File: config.mk
export PLATFORM = sky130hd
export DESIGN_NAME = i2s_transceiver
export DESIGN_NICKNAME = d
export VERILOG_FILES = /design/src/rtl/i2s_pkg.sv /design/src/rtl/i2s_transceiver_rx.sv /design/src/rtl/i2s_transceiver_tx.sv /design/src/rtl/i2s_transceiver.sv
export SDC_FILE = /design/constraint.sdc
export NUM_CORES = 1
export LEC_CHECK = 0
export ABC_CLOCK_PERIOD_IN_PS = 3370
export CORE_MARGIN = 2
export CORE_UTILIZATION = 52
export CTS_CLUSTER_SIZE = 24
export DETAILED_ROUTE_END_ITERATION = 8
export PLACE_DENSITY = 0.84
export SLEW_MARGIN = 20
export SYNTH_ARGS = -nofsm -noshare
export SYNTH_HDL_FRONTEND = slang
export SYNTH_HIERARCHICAL = 1
export SYNTH_SLANG_ARGS = --single-unit
File: constraint.sdc
create_clock -name sclk -period 3.37 [get_ports sclk]
set_input_delay 1.011 -clock sclk [delete_from_list [all_inputs] [get_ports sclk]]
set_output_delay 1.011 -clock sclk [all_outputs]
set_load 0.005 [all_outputs]
File: src/rtl/i2s_pkg.sv
// Shared constants and types for the I2S transmitter/receiver pair.
package i2s_pkg;
    localparam int I2S_WIDTH_DEFAULT = 16;

    typedef logic [I2S_WIDTH_DEFAULT-1:0] i2s_sample_t;

    localparam logic LEFT  = 1'b0;
    localparam logic RIGHT = 1'b1;
endpackage

File: src/rtl/i2s_transceiver_rx.sv
// I2S slave receiver: no slot counter, a word completes on every ws edge
// and holds the last WIDTH bits shifted in, current sample included.
module I2Srx
    import i2s_pkg::*;
#(
    parameter int WIDTH = I2S_WIDTH_DEFAULT
) (
    input  logic             sclk,
    input  logic             rst,
    input  logic             ws_i,
    input  logic             sdata_i,
    output logic [WIDTH-1:0] left_rx_chan,
    output logic [WIDTH-1:0] right_rx_chan,
    output logic             pktI2SRxChanged_o
);
    logic [WIDTH-1:0] r_shift;
    logic             r_ws_d;
    logic [WIDTH-1:0] w_word;

    assign w_word = {r_shift[WIDTH-2:0], sdata_i};

    always_ff @(posedge sclk or negedge rst) begin
        if (!rst) begin
            r_shift           <= '0;
            r_ws_d            <= LEFT;
            left_rx_chan      <= '0;
            right_rx_chan     <= '0;
            pktI2SRxChanged_o <= 1'b0;
        end else begin
            r_shift           <= w_word;
            r_ws_d            <= ws_i;
            pktI2SRxChanged_o <= 1'b0;
            if (ws_i != r_ws_d) begin
                if (r_ws_d == LEFT) begin
                    left_rx_chan <= w_word;
                end else begin
                    right_rx_chan     <= w_word;
                    pktI2SRxChanged_o <= 1'b1;
                end
            end
        end
    end
endmodule

File: src/rtl/i2s_transceiver_tx.sv
// I2S master transmitter: frame counter drives ws, one shift register
// serialises left then right, MSB first, with the standard one-bit delay.
module I2Stx
    import i2s_pkg::*;
#(
    parameter int WIDTH = I2S_WIDTH_DEFAULT
) (
    input  logic             sclk,
    input  logic             rst,
    input  logic [WIDTH-1:0] left_tx_chan,
    input  logic [WIDTH-1:0] right_tx_chan,
    output logic             ws_o,
    output logic             sdata_o
);
    localparam int CW = $clog2(2 * WIDTH);

    logic [CW-1:0]    r_cnt;
    logic [WIDTH-1:0] r_shift;
    logic             w_start_left;
    logic             w_start_right;

    // Edges that begin slot 0 and slot W respectively.
    assign w_start_left  = (r_cnt == CW'(2 * WIDTH - 1));
    assign w_start_right = (r_cnt == CW'(WIDTH - 1));

    always_ff @(posedge sclk or negedge rst) begin
        if (!rst) begin
            r_cnt   <= '0;
            ws_o    <= LEFT;
            sdata_o <= 1'b0;
        end else begin
            r_cnt <= w_start_left ? '0 : r_cnt + 1'b1;
            if (w_start_right)
                ws_o <= RIGHT;
            else if (w_start_left)
                ws_o <= LEFT;
            // The bit leaving the shifter is always one slot behind the load,
            // which yields the one-bit delay relative to ws.
            sdata_o <= r_shift[WIDTH-1];
        end
    end

    // Loading left while in reset makes the reset state act as slot 0.
    always_ff @(posedge sclk) begin
        if (!rst || w_start_left)
            r_shift <= left_tx_chan;
        else if (w_start_right)
            r_shift <= right_tx_chan;
        else
            r_shift <= r_shift << 1;
    end
endmodule

File: src/rtl/i2s_transceiver.sv
// I2S stereo link top: independent master tx and slave rx sharing clock/reset.
module i2s_transceiver
    import i2s_pkg::*;
#(
    parameter int WIDTH = I2S_WIDTH_DEFAULT
) (
    input  logic             sclk,
    input  logic             rst,
    input  logic [WIDTH-1:0] left_tx_chan,
    input  logic [WIDTH-1:0] right_tx_chan,
    output logic             ws_o,
    output logic             sdata_o,
    input  logic             ws_i,
    input  logic             sdata_i,
    output logic [WIDTH-1:0] left_rx_chan,
    output logic [WIDTH-1:0] right_rx_chan,
    output logic             pktI2SRxChanged_o
);
    I2Stx #(.WIDTH(WIDTH)) u_tx (
        .sclk          (sclk),
        .rst           (rst),
        .left_tx_chan  (left_tx_chan),
        .right_tx_chan (right_tx_chan),
        .ws_o          (ws_o),
        .sdata_o       (sdata_o)
    );

    I2Srx #(.WIDTH(WIDTH)) u_rx (
        .sclk              (sclk),
        .rst               (rst),
        .ws_i              (ws_i),
        .sdata_i           (sdata_i),
        .left_rx_chan      (left_rx_chan),
        .right_rx_chan     (right_rx_chan),
        .pktI2SRxChanged_o (pktI2SRxChanged_o)
    );
endmodule

==> results by group, run 1 <==
Floorplan
  • Io pins: 71
  • Die Ht: 77.8 um
  • Initial Utilization: 0.547
  • Core ar.: 5170 um^2
  • Die X: 77.8 um
  • Row count: 26
  • Die area: 6050 um^2

STA
  • Fmax: 427 MHz
  • Pins Over Slew Limit: 0
  • Clk_skew: 9.44 ps
  • Final setup vio count: 0
  • Final hold viol count: 0
  • Tcrit/Tclk final: 0.695
  • Slew @ Worst Pin: 894 ps
  • TNS Setup: 0 ps
  • Min Tclk post-route: 2340 ps
  • Max_slew headroom: 0.404
  • Hold Slack: 342 ps
  • RSZ-0062 raised after global routing: false

Clocking
  • Post-CTS Setup Repair Bufs: 0
  • Clock buffer depth: 2
  • Clock latency on the worst-skew pair: 340 ps
  • # hold bufs at CTS: 0
  • Clock root cell: clkbuf_8
  • CTS Sinks: 72
  • CTS Buf Count: 9
  • Htree depth: 3
  • Clk pin slew, worst setup/hold paths: 70 ps
  • CTS tree: built
  • CTS resizes: 0

Setup path
  • Crit path from: u_tx/r_cnt[0]
  • Crit Path Max Fanout: 17
  • Stages on worst setup path: 5
  • Startpoint Class: flip-flop
  • Delay-heaviest family, CP: adder cells
  • WP data arrival: 2560 ps
  • WP data required: 3590 ps
  • Endpoint class of the critical path: flip-flop
  • Slowest cell on the critical path: ha_1
  • FF-to-FF path depth: 5
  • CP Cell Sequence: ha_1 -> and3_1 -> ha_1 -> mux2_2 -> mux2_2
  • Setup CP Type: reg2reg
  • Max stage delay on crit path: 760 ps
  • Buffers & Inverters on Critical Path: 0
  • R2R Setup Slk: 1030 ps
  • Worst r2r src: u_tx/r_cnt[0]
  • Reg2reg end: u_tx/r_shift[10]
  • Worst Setup EP: u_tx/r_shift[10]

Drt
  • 1st-pass router iterations: 4
  • Vias/cell: 4.84
  • DRC errors left: 0
  • Drt total wl: 4790 um
  • Via count: 1540
  • Wire per inst: 15.1 um
  • Final ANT Viol Nets: 0
  • DRT iter0 DRCs: 51

Run
  • Max-cap violations: 0

Power
  • LEAKAGE: 1.68 nW
  • Peak VDD IR: 0.000295 V
  • Power Density: 559 nW/um^2

GRT
  • Antenna violations before repair: 0
  • All-layer global routing usage: 0.177
  • Overflow after GRT: 0
  • First-pass GRT wire length: 8000 um
  • Vias in the first global route: 1603
  • Largest net degree at the start of global routing: 57

Synthesis
  • Top FF cell, synth: dfrtp_1
  • Syn Nets: 206
  • Yosys top cell area share: 0.495
  • Cells after Synth: 166
  • Post-synthesis cell type count: 19
  • Syn avg cell area: 17.0 um^2
  • Synth warnings: 6
  • Mapped cell area: 2830 um^2
  • Synth area leader: dfrtp_1
  • Synth async-reset ratio: 0.778
  • Post-synth EDFFs: 0
  • Post-synthesis register bit count: 72
  • Sequential fraction of the synthesis area: 0.609
  • Synth top area cells: dfrtp_1, mux2_4, dfxtp_1

Placed design
  • Placed insts: 302
  • HPWL Detailed: 3440 um
  • Routability cong.: 0.739
  • Area after DPL: 3530 um^2
  • Port bufs: 70

Hold path
  • Worst hold start: u_tx/r_shift[15]
  • HP Class: reg2reg

Layout
  • Layout net count: 283
  • Number of diodes: 0
  • Ratio of cells with drive above 1 in the final layout: 0.343
  • Area grow syn2layout: 33.2%
  • Layout Utilization: 0.729
  • Final instance area: 3770 um^2
  • Cell Count, Final, Fillers Out: 318

Outcome
  • Status: finished clean
## cell usage in the layout, fill, tap and decap left out, types with 2 or more instances in the layout
master | netlist | routed
clkbuf_8 | 0 | 9
dfrtp_1 | 56 | 56
clkinv_2 | 0 | 2
nor2b_1 | 3 | 3
mux2_4 | 35 | 35
ha_1 | 4 | 4
clkdlybuf4s50_1 | 0 | 69
mux2_2 | 28 | 28
inv_1 | 5 | 5
buf_4 | 0 | 4
nor2_1 | 3 | 3
dfxtp_1 | 16 | 16
bufinv_16 | 0 | 3
## kinds of logic (layout without fill, tap and decap cells)
group,after synthesis,after routing,share of synthesized area
flops,72,72,0.609
mux,64,64,0.301
buf+inv,13,95,0.0456
simple gates,11,11,0.0212
fa+ha+maj,4,4,0.0177
compound gates,1,1,0.00310
xor+xnor,1,1,0.00310
## metrics by stage
stage          setup WS [ps]  total power [mW]
4_1_cts                  996              2.13
3_5_place_dp             686              1.34
3_3_place_gp             779              1.32
2_1_floorplan           1450              1.14
6_report                1030              2.11
5_1_grt                  890              2.20
## area by class of cell
| class | instances | area, um^2 |
|---|---|---|
| timing repair buffer | 74 | 726 |
| inverter | 5 | 18.8 |
| multi-input combinational | 81 | 978 |
| sequential | 72 | 1720 |
| clock inverter | 6 | 109 |
| tap | 70 | 87.6 |
| clock buffer | 10 | 128 |
| fill | 334 | 1400 |
## synth_stat cells, types with 3 or more instances
| cell type | n |
|---|---|
| buf_12 | 3 |
| dfxtp_1 | 16 |
| inv_1 | 5 |
| dfrtp_1 | 56 |
| mux2_4 | 35 |
| mux2_2 | 28 |
| buf_6 | 4 |
| nor2_1 | 3 |
| nor2b_1 | 3 |
| ha_1 | 4 |
## where the power goes
part / leakage (nW) / internal (mW) / total, mW / switching [mW]
sequential: 0.791 / 0.947 / 0.995 / 0.0478
clock: 0.120 / 0.491 / 0.790 / 0.299
combinational: 0.771 / 0.236 / 0.321 / 0.0847
## routing by layer
| metal | up-vias | GRT usage | part of all wire | wire length [um] |
|---|---|---|---|---|
| li1 | 715 | - | - | - |
| met1 | 768 | 0.221 | 0.44 | 2130 |
| met2 | 49 | 0.280 | 0.49 | 2350 |
| met3 | 8 | 0.0488 | 0.048 | 229 |
| met4 | 0 | 0.0911 | 0.018 | 87 |
| met5 | - | 0 | 0 | 0 |
## flip-flops by register name, summed over array words and instances (netlist names)
signal                  count
u_tx/r_shift               16
u_tx/ws_o                   1
u_rx/right_rx_chan         16
u_rx/pktI2SRxChanged_o      1
u_tx/sdata_o                1
u_rx/left_rx_chan          16
u_rx/r_shift               15
u_tx/r_cnt                  5
u_rx/r_ws_d                 1
## how the worst min path moves through the flow
stage	end	slack [ps]	cells past startpoint
2_1_floorplan	u_tx/sdata_o	320	0
3_3_place_gp	u_tx/sdata_o	320	0
3_5_place_dp	u_tx/sdata_o	330	0
4_1_cts	u_tx/sdata_o	340	0
5_1_grt	u_tx/sdata_o	350	0
6_report	u_tx/sdata_o	340	0
No activity file was read; power rests on OpenSTA's default activity.
==> run 2, diff against run 1 <==
ABC_CLOCK_PERIOD_IN_PS = 2200   (was 3370)
CORE_UTILIZATION = 48   (was 52)
PLACE_DENSITY = 0.78   (was 0.84)
clock period = 2.2 ns   (was 3.37 ns; I/O delays follow)
==> run 2 against run 1 <==
Against the previous run: first-iteration DRC count up 9.8%; sequential share of layout area about the same; final cell count increased by 0.94%; hold slack worse by 11 ps; maximum frequency is 19% higher; clock skew rose by 0.61 ps; combinational power rose by 55%; power is 41% higher; via count shrank 0.13%; flip-flop and latch count stayed put; worst setup slack got worse by 800 ps; non-clock buffer count grew 1; largest cell class unchanged; largest power group unchanged; highest routed layer unchanged.
==> results by group, run 2 (synthesis results as in run 1) <==
Clocking
  • # hold bufs at CTS: 0 (unchanged)
  • CTS resizes: 0 (unchanged)
  • CTS Sinks: 72 (unchanged)
  • Clock root cell: clkbuf_8 (unchanged)
  • Htree depth: 3 (unchanged)
  • Clock latency on the worst-skew pair: 330 ps (was 340 ps)
  • Clock buffer depth: 2 (unchanged)
  • Post-CTS Setup Repair Bufs: 0 (unchanged)
  • CTS tree: built (unchanged)
  • CTS Buf Count: 9 (unchanged)
  • Clk pin slew, worst setup/hold paths: 70 ps (about the same)

Floorplan
  • Die X: 80.8 um (was 77.8 um)
  • Die area: 6520 um^2 (was 6050 um^2)
  • Row count: 27 (was 26)
  • Initial Utilization: 0.504 (was 0.547)
  • Die Ht: 80.8 um (was 77.8 um)
  • Core ar.: 5610 um^2 (was 5170 um^2)
  • Io pins: 71 (unchanged)

Layout
  • Number of fill cells: 442 (was 334)
  • Number of diodes: 0 (unchanged)
  • Most common cell after layout, fill and taps aside: clkdlybuf4s50_1 (unchanged)
  • Leading registers by flop count: u_rx/left_rx_chan (16), u_rx/right_rx_chan (16), u_tx/r_shift (16) (unchanged)
  • Layout net count: 284 (was 283)
  • Area of the multi-input gates: 978 um^2 (unchanged)
  • Area grow syn2layout: 33.3% (was 33.2%)
  • Seq. cell area: 1720 um^2 (unchanged)
  • Ratio of cells with drive above 1 in the final layout: 0.337 (was 0.343)
  • Most frequent cells in the layout: clkdlybuf4s50_1, dfrtp_1, mux2_4, mux2_2, dfxtp_1 (unchanged)
  • Cell Count, Final, Fillers Out: 321 (was 318)

Drt
  • Vias/cell: 4.79 (was 4.84)
  • 1st-pass router iterations: 2 (was 4)
  • Via count: 1538 (was 1540)
  • DRC errors left: 0 (unchanged)
  • Drt total wl: 4730 um (was 4790 um)
  • DRT iter0 DRCs: 56 (was 51)
  • Wire per inst: 14.7 um (was 15.1 um)
  • Final ANT Viol Nets: 0 (unchanged)

STA
  • Final hold viol count: 0 (unchanged)
  • Clk_skew: 10.1 ps (was 9.44 ps)
  • TNS Setup: 0 ps (unchanged)
  • RSZ-0062 raised after global routing: false (unchanged)
  • Tcrit/Tclk final: 0.897 (was 0.695)
  • Final setup vio count: 0 (unchanged)
  • Pins Over Slew Limit: 0 (unchanged)
  • Slew @ Worst Pin: 679 ps (was 894 ps)
  • Min Tclk post-route: 1970 ps (was 2340 ps)
  • Max_slew headroom: 0.547 (was 0.404)
  • Worst Setup Slack, final: 226 ps (was 1030 ps)
  • Fmax: 507 MHz (was 427 MHz)

Outcome
  • Status: finished clean (unchanged)

Setup path
  • WP data arrival: 2190 ps (was 2560 ps)
  • Most numerous cell on the critical path: ha_1
  • Startpoint Class: flip-flop (unchanged)
  • WP data required: 2410 ps (was 3590 ps)
  • Slowest cell on the critical path: dfrtp_1 (was ha_1)
  • Crit Path Max Fanout: 16 (was 17)
  • Delay-heaviest family, CP: adder cells (unchanged)
  • Buffers & Inverters on Critical Path: 1 (was 0)
  • Max stage delay on crit path: 400 ps (was 760 ps)
  • Endpoint class of the critical path: flip-flop (unchanged)
  • CP Cell Sequence: ha_1 -> and3_1 -> ha_1 -> nor2b_1 -> buf_12 -> mux2_2 (was ha_1 -> and3_1 -> ha_1 -> mux2_2 -> mux2_2)
  • Setup CP Type: reg2reg (unchanged)

Power
  • LEAKAGE: 1.68 nW (about the same)
  • Peak VDD IR: 0.000396 V (was 0.000295 V)
  • Power Density: 789 nW/um^2 (was 559 nW/um^2)
  • Final Power: 2.98 mW (was 2.11 mW)

Run
  • Max-cap violations: 0 (unchanged)

Placed design
  • Placed insts: 305 (was 302)
  • Place WS: 194 ps (was 686 ps)
  • Routability cong.: 0.719 (was 0.739)
  • HPWL Detailed: 3420 um (was 3440 um)
  • Port bufs: 70 (unchanged)

GRT
  • Largest net degree at the start of global routing: 57 (unchanged)
  • First-pass GRT wire length: 7610 um (was 8000 um)
  • Antenna violations before repair: 0 (unchanged)
  • All-layer global routing usage: 0.161 (was 0.177)
  • Overflow after GRT: 0 (unchanged)
  • Vias in the first global route: 1626 (was 1603)

Hold path
  • HP Class: reg2reg (unchanged)
## run 2: cell count changes in the layout (fill, tap and decap cells not counted), sizes merged
cell | before | now
bufinv | 3 | 1
clkbuf | 10 | 12
buf | 5 | 6
## run 2: power breakdown
part / internal [mW] / leakage, nW / switching (mW)
Clock: 0.520 / 0.0941 / 0.438
Sequential: 1.45 / 0.791 / 0.0717
Combinational: 0.368 / 0.793 / 0.129
## run 2: final cells by class
class                   instances  share of cell area
multi-input cells              81               0.259
flip-flops and latches         72               0.456
repair buffers                 75               0.208
inverters                       5             0.00498
clock inverters                 4              0.0119
clock buffers                  12              0.0358
well taps                      72              0.0239
## run 2: final timing paths
path,slack [ps],start,to,cells after the start
setup / recovery,230,u_tx/r_cnt[0],u_tx/r_shift[12],6
hold / removal,330,u_tx/r_shift[15],u_tx/sdata_o,0
setup reg to reg,230,u_tx/r_cnt[0],u_tx/r_shift[12],6
hold reg to reg,330,u_tx/r_shift[15],u_tx/sdata_o,0
max in group asynchronous,1260,rst,u_rx/r_shift[2],2
min in group asynchronous,480,rst,u_rx/right_rx_chan[10],2
## run 2: layer usage
| layer | part of all wire | global-route usage | up-vias |
|---|---|---|---|
| met2 | 0.47 | 0.249 | 58 |
| li1 | - | - | 721 |
| met4 | 0.018 | 0.0814 | 0 |
| met5 | 0 | 0 | - |
| met3 | 0.061 | 0.0556 | 9 |
| met1 | 0.45 | 0.201 | 750 |
## run 2: metrics by stage
stage | utilization | hold WS (ps) | instance area [um^2]
detailed placement | 0.641 | 322 | 3590
CTS | 0.673 | 332 | 3770
global placement | 0.641 | 319 | 3590
global route | 0.673 | 343 | 3770
finish | 0.673 | 332 | 3770
floorplan | - | 316 | 2830
==> run 3, diff against run 2 <==
==> constraint.sdc (replaced) <==
create_clock -name sclk -period 2.2 [get_ports sclk]
set_input_delay 0.66 -clock sclk [delete_from_list [all_inputs] [get_ports sclk]]
set_output_delay 0.66 -clock sclk [all_outputs]
set_load 0.1 [all_outputs]
==> run 3 against run 2 <==
Against the previous run: power grew 27%; via count shrank 0.26%; sequential power is essentially flat; non-clock buffer count is the same; combinational power grew 130%; clock skew is essentially flat; register-to-register slack is essentially flat; maximum frequency shrank 0.44%; critical path depth is the same; clock power grew 19%; die area is the same.
==> results by group, run 3 (synthesis results as in run 1) <==
Setup path
  • Crit Path Max Fanout: 16 (unchanged)
  • Buffers & Inverters on Critical Path: 1 (unchanged)
  • Endpoint class of the critical path: flip-flop (unchanged)
  • CP Cell Sequence: ha_1 -> and3_1 -> ha_1 -> nor2b_1 -> buf_12 -> mux2_2 (unchanged)
  • Slowest cell on the critical path: dfrtp_1 (unchanged)
  • Reg2reg end: u_tx/r_shift[13] (was u_tx/r_shift[12])
  • Setup CP Type: reg2reg (unchanged)
  • FF-to-FF path depth: 6 (unchanged)
  • Delay-heaviest family, CP: adder cells (unchanged)
  • Max stage delay on crit path: 410 ps (was 400 ps)
  • WP data required: 2420 ps (was 2410 ps)
  • R2R Setup Slk: 220 ps (was 230 ps)
  • Startpoint Class: flip-flop (unchanged)
  • WP data arrival: 2200 ps (was 2190 ps)
  • Worst r2r src: u_tx/r_cnt[0] (unchanged)
  • Most numerous cell on the critical path: ha_1 (unchanged)

Hold path
  • Hold Path Sink: u_tx/sdata_o (unchanged)
  • Hold Crit Depth: 0 (unchanged)
  • Worst hold start: u_tx/r_shift[15] (unchanged)
  • HP Class: reg2reg (unchanged)

Clocking
  • Clock root cell: clkbuf_8 (unchanged)
  • CTS resizes: 0 (unchanged)
  • Clock buffer depth: 2 (unchanged)
  • Post-CTS Setup Repair Bufs: 0 (unchanged)
  • CTS Sinks: 72 (unchanged)
  • Clk pin slew, worst setup/hold paths: 70 ps (about the same)
  • CTS tree: built (unchanged)
  • Clock latency on the worst-skew pair: 340 ps (was 330 ps)
  • CTS Buf Count: 9 (unchanged)
  • # hold bufs at CTS: 0 (unchanged)
  • Htree depth: 3 (unchanged)

Floorplan
  • Die area: 6520 um^2 (unchanged)
  • Row count: 27 (unchanged)
  • Initial Utilization: 0.504 (unchanged)
  • Die Ht: 80.8 um (unchanged)
  • Core ar.: 5610 um^2 (unchanged)
  • Die X: 80.8 um (unchanged)
  • Io pins: 71 (unchanged)

Placed design
  • Routability cong.: 0.703 (was 0.719)
  • Port bufs: 70 (unchanged)
  • Place WS: 196 ps (was 194 ps)
  • HPWL Detailed: 3420 um (about the same)
  • Area after DPL: 3500 um^2 (was 3590 um^2)
  • Placed insts: 305 (unchanged)

STA
  • Pins Over Slew Limit: 0 (unchanged)
  • Min Tclk post-route: 1980 ps (was 1970 ps)
  • Final setup vio count: 0 (unchanged)
  • Worst Setup Slack, final: 217 ps (was 226 ps)
  • Final hold viol count: 0 (unchanged)
  • Max_slew headroom: 0.557 (was 0.547)
  • Tcrit/Tclk final: 0.901 (was 0.897)
  • Clk_skew: 9.89 ps (was 10.1 ps)
  • Slew @ Worst Pin: 664 ps (was 679 ps)
  • TNS Setup: 0 ps (unchanged)
  • RSZ-0062 raised after global routing: false (unchanged)
  • Fmax: 504 MHz (was 507 MHz)

GRT
  • Antenna violations before repair: 0 (unchanged)
  • Vias in the first global route: 1653 (was 1626)
  • Largest net degree at the start of global routing: 57 (unchanged)
  • First-pass GRT wire length: 7710 um (was 7610 um)
  • All-layer global routing usage: 0.161 (about the same)
  • Overflow after GRT: 0 (unchanged)

Drt
  • DR top layer: met4 (unchanged)
  • Post-Route M1 WL: 2050 um (was 2130 um)
  • Wire per inst: 14.7 um (about the same)
  • WL met2: 2200 um (was 2220 um)
  • WL met3: 373 um (was 289 um)
  • DRC errors left: 0 (unchanged)
  • Drt total wl: 4720 um (was 4730 um)
  • 1st-pass router iterations: 2 (unchanged)
  • Via count: 1534 (was 1538)
  • DRT iter0 DRCs: 49 (was 56)
  • Final ANT Viol Nets: 0 (unchanged)
  • Vias/cell: 4.78 (was 4.79)

Layout
  • Most common cell after layout, fill and taps aside: dfrtp_1 (was clkdlybuf4s50_1)
  • Layout net count: 284 (unchanged)
  • Ratio of cells with drive above 1 in the final layout: 0.486 (was 0.337)
  • Final instance area: 3730 um^2 (was 3770 um^2)
  • Area grow syn2layout: 31.8% (was 33.3%)
  • Number of fill cells: 427 (was 442)
  • Layout Utilization: 0.665 (was 0.673)
  • Number of diodes: 0 (unchanged)
  • Leading registers by flop count: u_rx/left_rx_chan (16), u_rx/right_rx_chan (16), u_tx/r_shift (16) (unchanged)
  • Most frequent cells in the layout: dfrtp_1, buf_4, mux2_4, clkdlybuf4s50_1, mux2_2 (was clkdlybuf4s50_1, dfrtp_1, mux2_4, mux2_2, dfxtp_1)
  • Cell Count, Final, Fillers Out: 321 (unchanged)

Power
  • Power Density: 1020 nW/um^2 (was 789 nW/um^2)
  • Peak VDD IR: 0.000454 V (was 0.000396 V)
  • LEAKAGE: 1.72 nW (was 1.68 nW)

Outcome
  • Status: finished clean (unchanged)

Run
  • Max-cap violations: 0 (unchanged)
-- run 3: cell types whose count changed in the layout (fill, tap and decap cells not counted), sizes merged --
cell,previous run,this run
clkdlybuf4s50,69,34
clkbuf,12,11
buf,6,41
bufinv,1,2
clkinv,3,2
clkinvlp,0,1
-- run 3: area by class of cell --
cell class                 count  area [um^2]  area share
clock buffer                  11          141      0.0379
clock inverter                 5         81.3      0.0218
inverter                       5         18.8     0.00504
multi-input combinational     81          978       0.263
sequential                    72         1720       0.462
tap                           72         90.1      0.0242
timing repair buffer          75          696       0.187
-- run 3: power by group --
group | total (mW) | switching (mW) | internal, mW
logic | 1.13 | 0.794 | 0.335
clock network | 1.14 | 0.468 | 0.670
registers | 1.53 | 0.0752 | 1.45
-- run 3: metal layers --
metal  vias to the layer above  GRT usage
li1                        721          -
met1                       745      0.195
met2                        59      0.255
met3                         9     0.0533
met4                         0     0.0915
met5                         -          0
-- run 3: how the worst max path moves through the flow --
stage                     cells after the start  slack (ps)           from                    to
after floorplan                               7         280  u_tx/r_cnt[0]      u_tx/r_shift[12]
after global placement                        4         240           ws_i  u_rx/left_rx_chan[0]
after detailed placement                      4         200           ws_i  u_rx/left_rx_chan[4]
after CTS                                     6         200  u_tx/r_cnt[0]      u_tx/r_shift[13]
after global routing                          6         100  u_tx/r_cnt[0]      u_tx/r_shift[13]
final                                         6         220  u_tx/r_cnt[0]      u_tx/r_shift[13]
-- run 3: worst register-to-register path, cell delays in order, from the launching register on --
cell,delay [ps]
dfrtp_1,410
ha_1,230
and3_1,220
ha_1,240
nor2b_1,220
buf_12,200
mux2_2,350
-- run 3: stage by stage --
stage | total power, mW | hold WS (ps)
2_1_floorplan | 2.41 | 316
3_3_place_gp | 2.67 | 320
3_5_place_dp | 2.69 | 325
4_1_cts | 3.85 | 335
5_1_grt | 3.95 | 336
6_report | 3.79 | 334
==> RTL edit (config.mk and constraints of run 1) <==
Register the output `sdata_o`; this adds one clock of latency there. The other outputs are not delayed to match.
--- a/src/rtl/i2s_transceiver.sv
+++ b/src/rtl/i2s_transceiver.sv
@@ -18,2 +18,4 @@
 );
+
+    logic sdata_d;
     I2Stx #(.WIDTH(WIDTH)) u_tx (
@@ -24,3 +26,3 @@
         .ws_o          (ws_o),
-        .sdata_o       (sdata_o)
+        .sdata_o       (sdata_d)
     );
@@ -36,2 +38,6 @@
     );
+    always_ff @(posedge sclk) begin
+        sdata_o <= sdata_d;
+    end
+
 endmodule
Check against the original RTL: not equivalent (Yosys sat finds a counterexample within 4 cycles, from zero or initial values and one cycle with rst low).
==> RTL edit against run 1 <==
Core utilization is 0.43 points lower. Routed wire length is 2.7% lower. Count of clock-buffer cells in the layout is 1 lower. Power is 2.2% lower. Sequential cell count is 1 higher. Setup slack worse by 8.6 ps. Cell count is 0.31% higher. Area after synthesis is 0.71% higher. Design area hardly changed. Non-clock buffer count stayed put. Largest cell class unchanged.
==> RTL edit: results (changes against run 1) <==
Slew headroom: 0.4060 (+0.001835)
largest cells by area after synthesis: dfrtp_1 (49%), mux2_4 (18%), dfxtp_1 (12%), mux2_2 (11%), buf_12 (2.1%)
Fill cells: 354 (+6.0%)
Worst-path clk slew: 70 ps (about the same)
Syn Nets: 207 (+0.49%)
Synth Area in XOR/XNOR: 0.003074 (-0.00002175)
sequential area share after synthesis: 0.6113 (+0.002750)
ys async rst share: 0.7671 (-0.01065)
average cell area after synthesis: 17.06 um^2 (+0.10%)
metal3 WL: 226 um (-1.3%)
top post-synthesis cells by count: dfrtp_1 (56), mux2_4 (35), mux2_2 (28)
Critical Path AT: 2570 ps (about the same)
final std cells w/o fill: 319 (+0.31%)
All-Layer GR Usage: 0.1704 (-0.006220)
first-pass GRT wire length: 7.748 mm (-3.1%)
clk_lat worst skew: 340 ps (about the same)
Area after DPL: 0.003552 mm^2 (+0.57%)
vias in the first global route: 1581 (-1.4%)
met1 wire length: 2.094 mm (-1.6%)
nets: 284 (+0.35%)
pin count of the biggest net entering global routing: 57 (unchanged)
wire length on met2: 2.274 mm (-3.2%)
routability congestion estimate: 0.7028 (-4.9%)
Largest regs: u_rx/left_rx_chan: 16 flops, u_rx/right_rx_chan: 16 flops, u_tx/r_shift: 16 flops
met1 Track Usage GR: 0.2225 (+0.001471)
Final Power: 2.059 mW (-2.2%)
Min-Delay Path Class: register to register
Placed Cells: 303 (+0.33%)
Critical Path Max Stage Delay: 760 ps (about the same)
logic gate share of total power: 0.155 (+0.003)
setup bufs post-CTS: 0 (unchanged)
Peak VDD IR: 0.0003978 V (+35%)
Max FO, Critical Path: 17 (unchanged)
post-synthesis mux area share: 0.2986 (-0.002113)
PortBufs: 70 (unchanged)
antenna cells: 0 (unchanged)
Detailed Place HPWL: 3.235 mm (-5.8%)
met3 Use GR: 0.04943 (+0.0005881)
Pint: 1.612 mW (-3.7%)
Fin Clk Skew: 11.85 ps (+2.406 ps)
Lkg Pwr: 1.676 nW (-0.37%)
Total Wirelength: 4.664 mm (-2.7%)
Synth Area in Compound Gates: 0.003074 (-0.00002175)
initial antenna violation count: 0 (unchanged)
register area: 0.001742 mm^2 (+1.2%)
status: finished clean
worst slack at placement: 926.1 ps (+240.2 ps)
clk pwr: 0.731 mW (-7.5%)
htree depth: 3 (unchanged)
met2 Use GR: 0.2647 (-0.01552)
share of layout cells above drive strength 1: 0.3454 (+0.002640)
Synth cell types: 19 (unchanged)
Starting DRT DRC Count: 74 (+45%)
Vias/cell: 4.762 (-1.7%)
Synth Area in Adders: 0.01757 (-0.0001243)
RTL edit: cell count changes after synthesis, sizes merged:
cell and change:
dfxtp +1
RTL edit: final timing paths:
kind                                       start                to  slack, ps  cells past startpoint
worst min-delay path            u_tx/r_shift[15]      u_tx/sdata_o        350                      0
max in group asynchronous                    rst  u_rx/r_shift[10]       2100                      2
worst max-delay path               u_tx/r_cnt[0]  u_tx/r_shift[15]       1020                      5
worst max register to register     u_tx/r_cnt[0]  u_tx/r_shift[15]       1020                      5
min in group asynchronous                    rst     u_tx/r_cnt[0]        830                      2
worst min register to register  u_tx/r_shift[15]      u_tx/sdata_o        350                      0
RTL edit: cell type report:
| class | count | area share |
|---|---|---|
| clock inverters | 7 | 0.02489 |
| well taps | 70 | 0.02323 |
| flip-flops and latches | 73 | 0.4620 |
| repair buffers | 74 | 0.1925 |
| multi-input cells | 81 | 0.2595 |
| clock buffers | 9 | 0.03286 |
| inverters | 5 | 0.004978 |
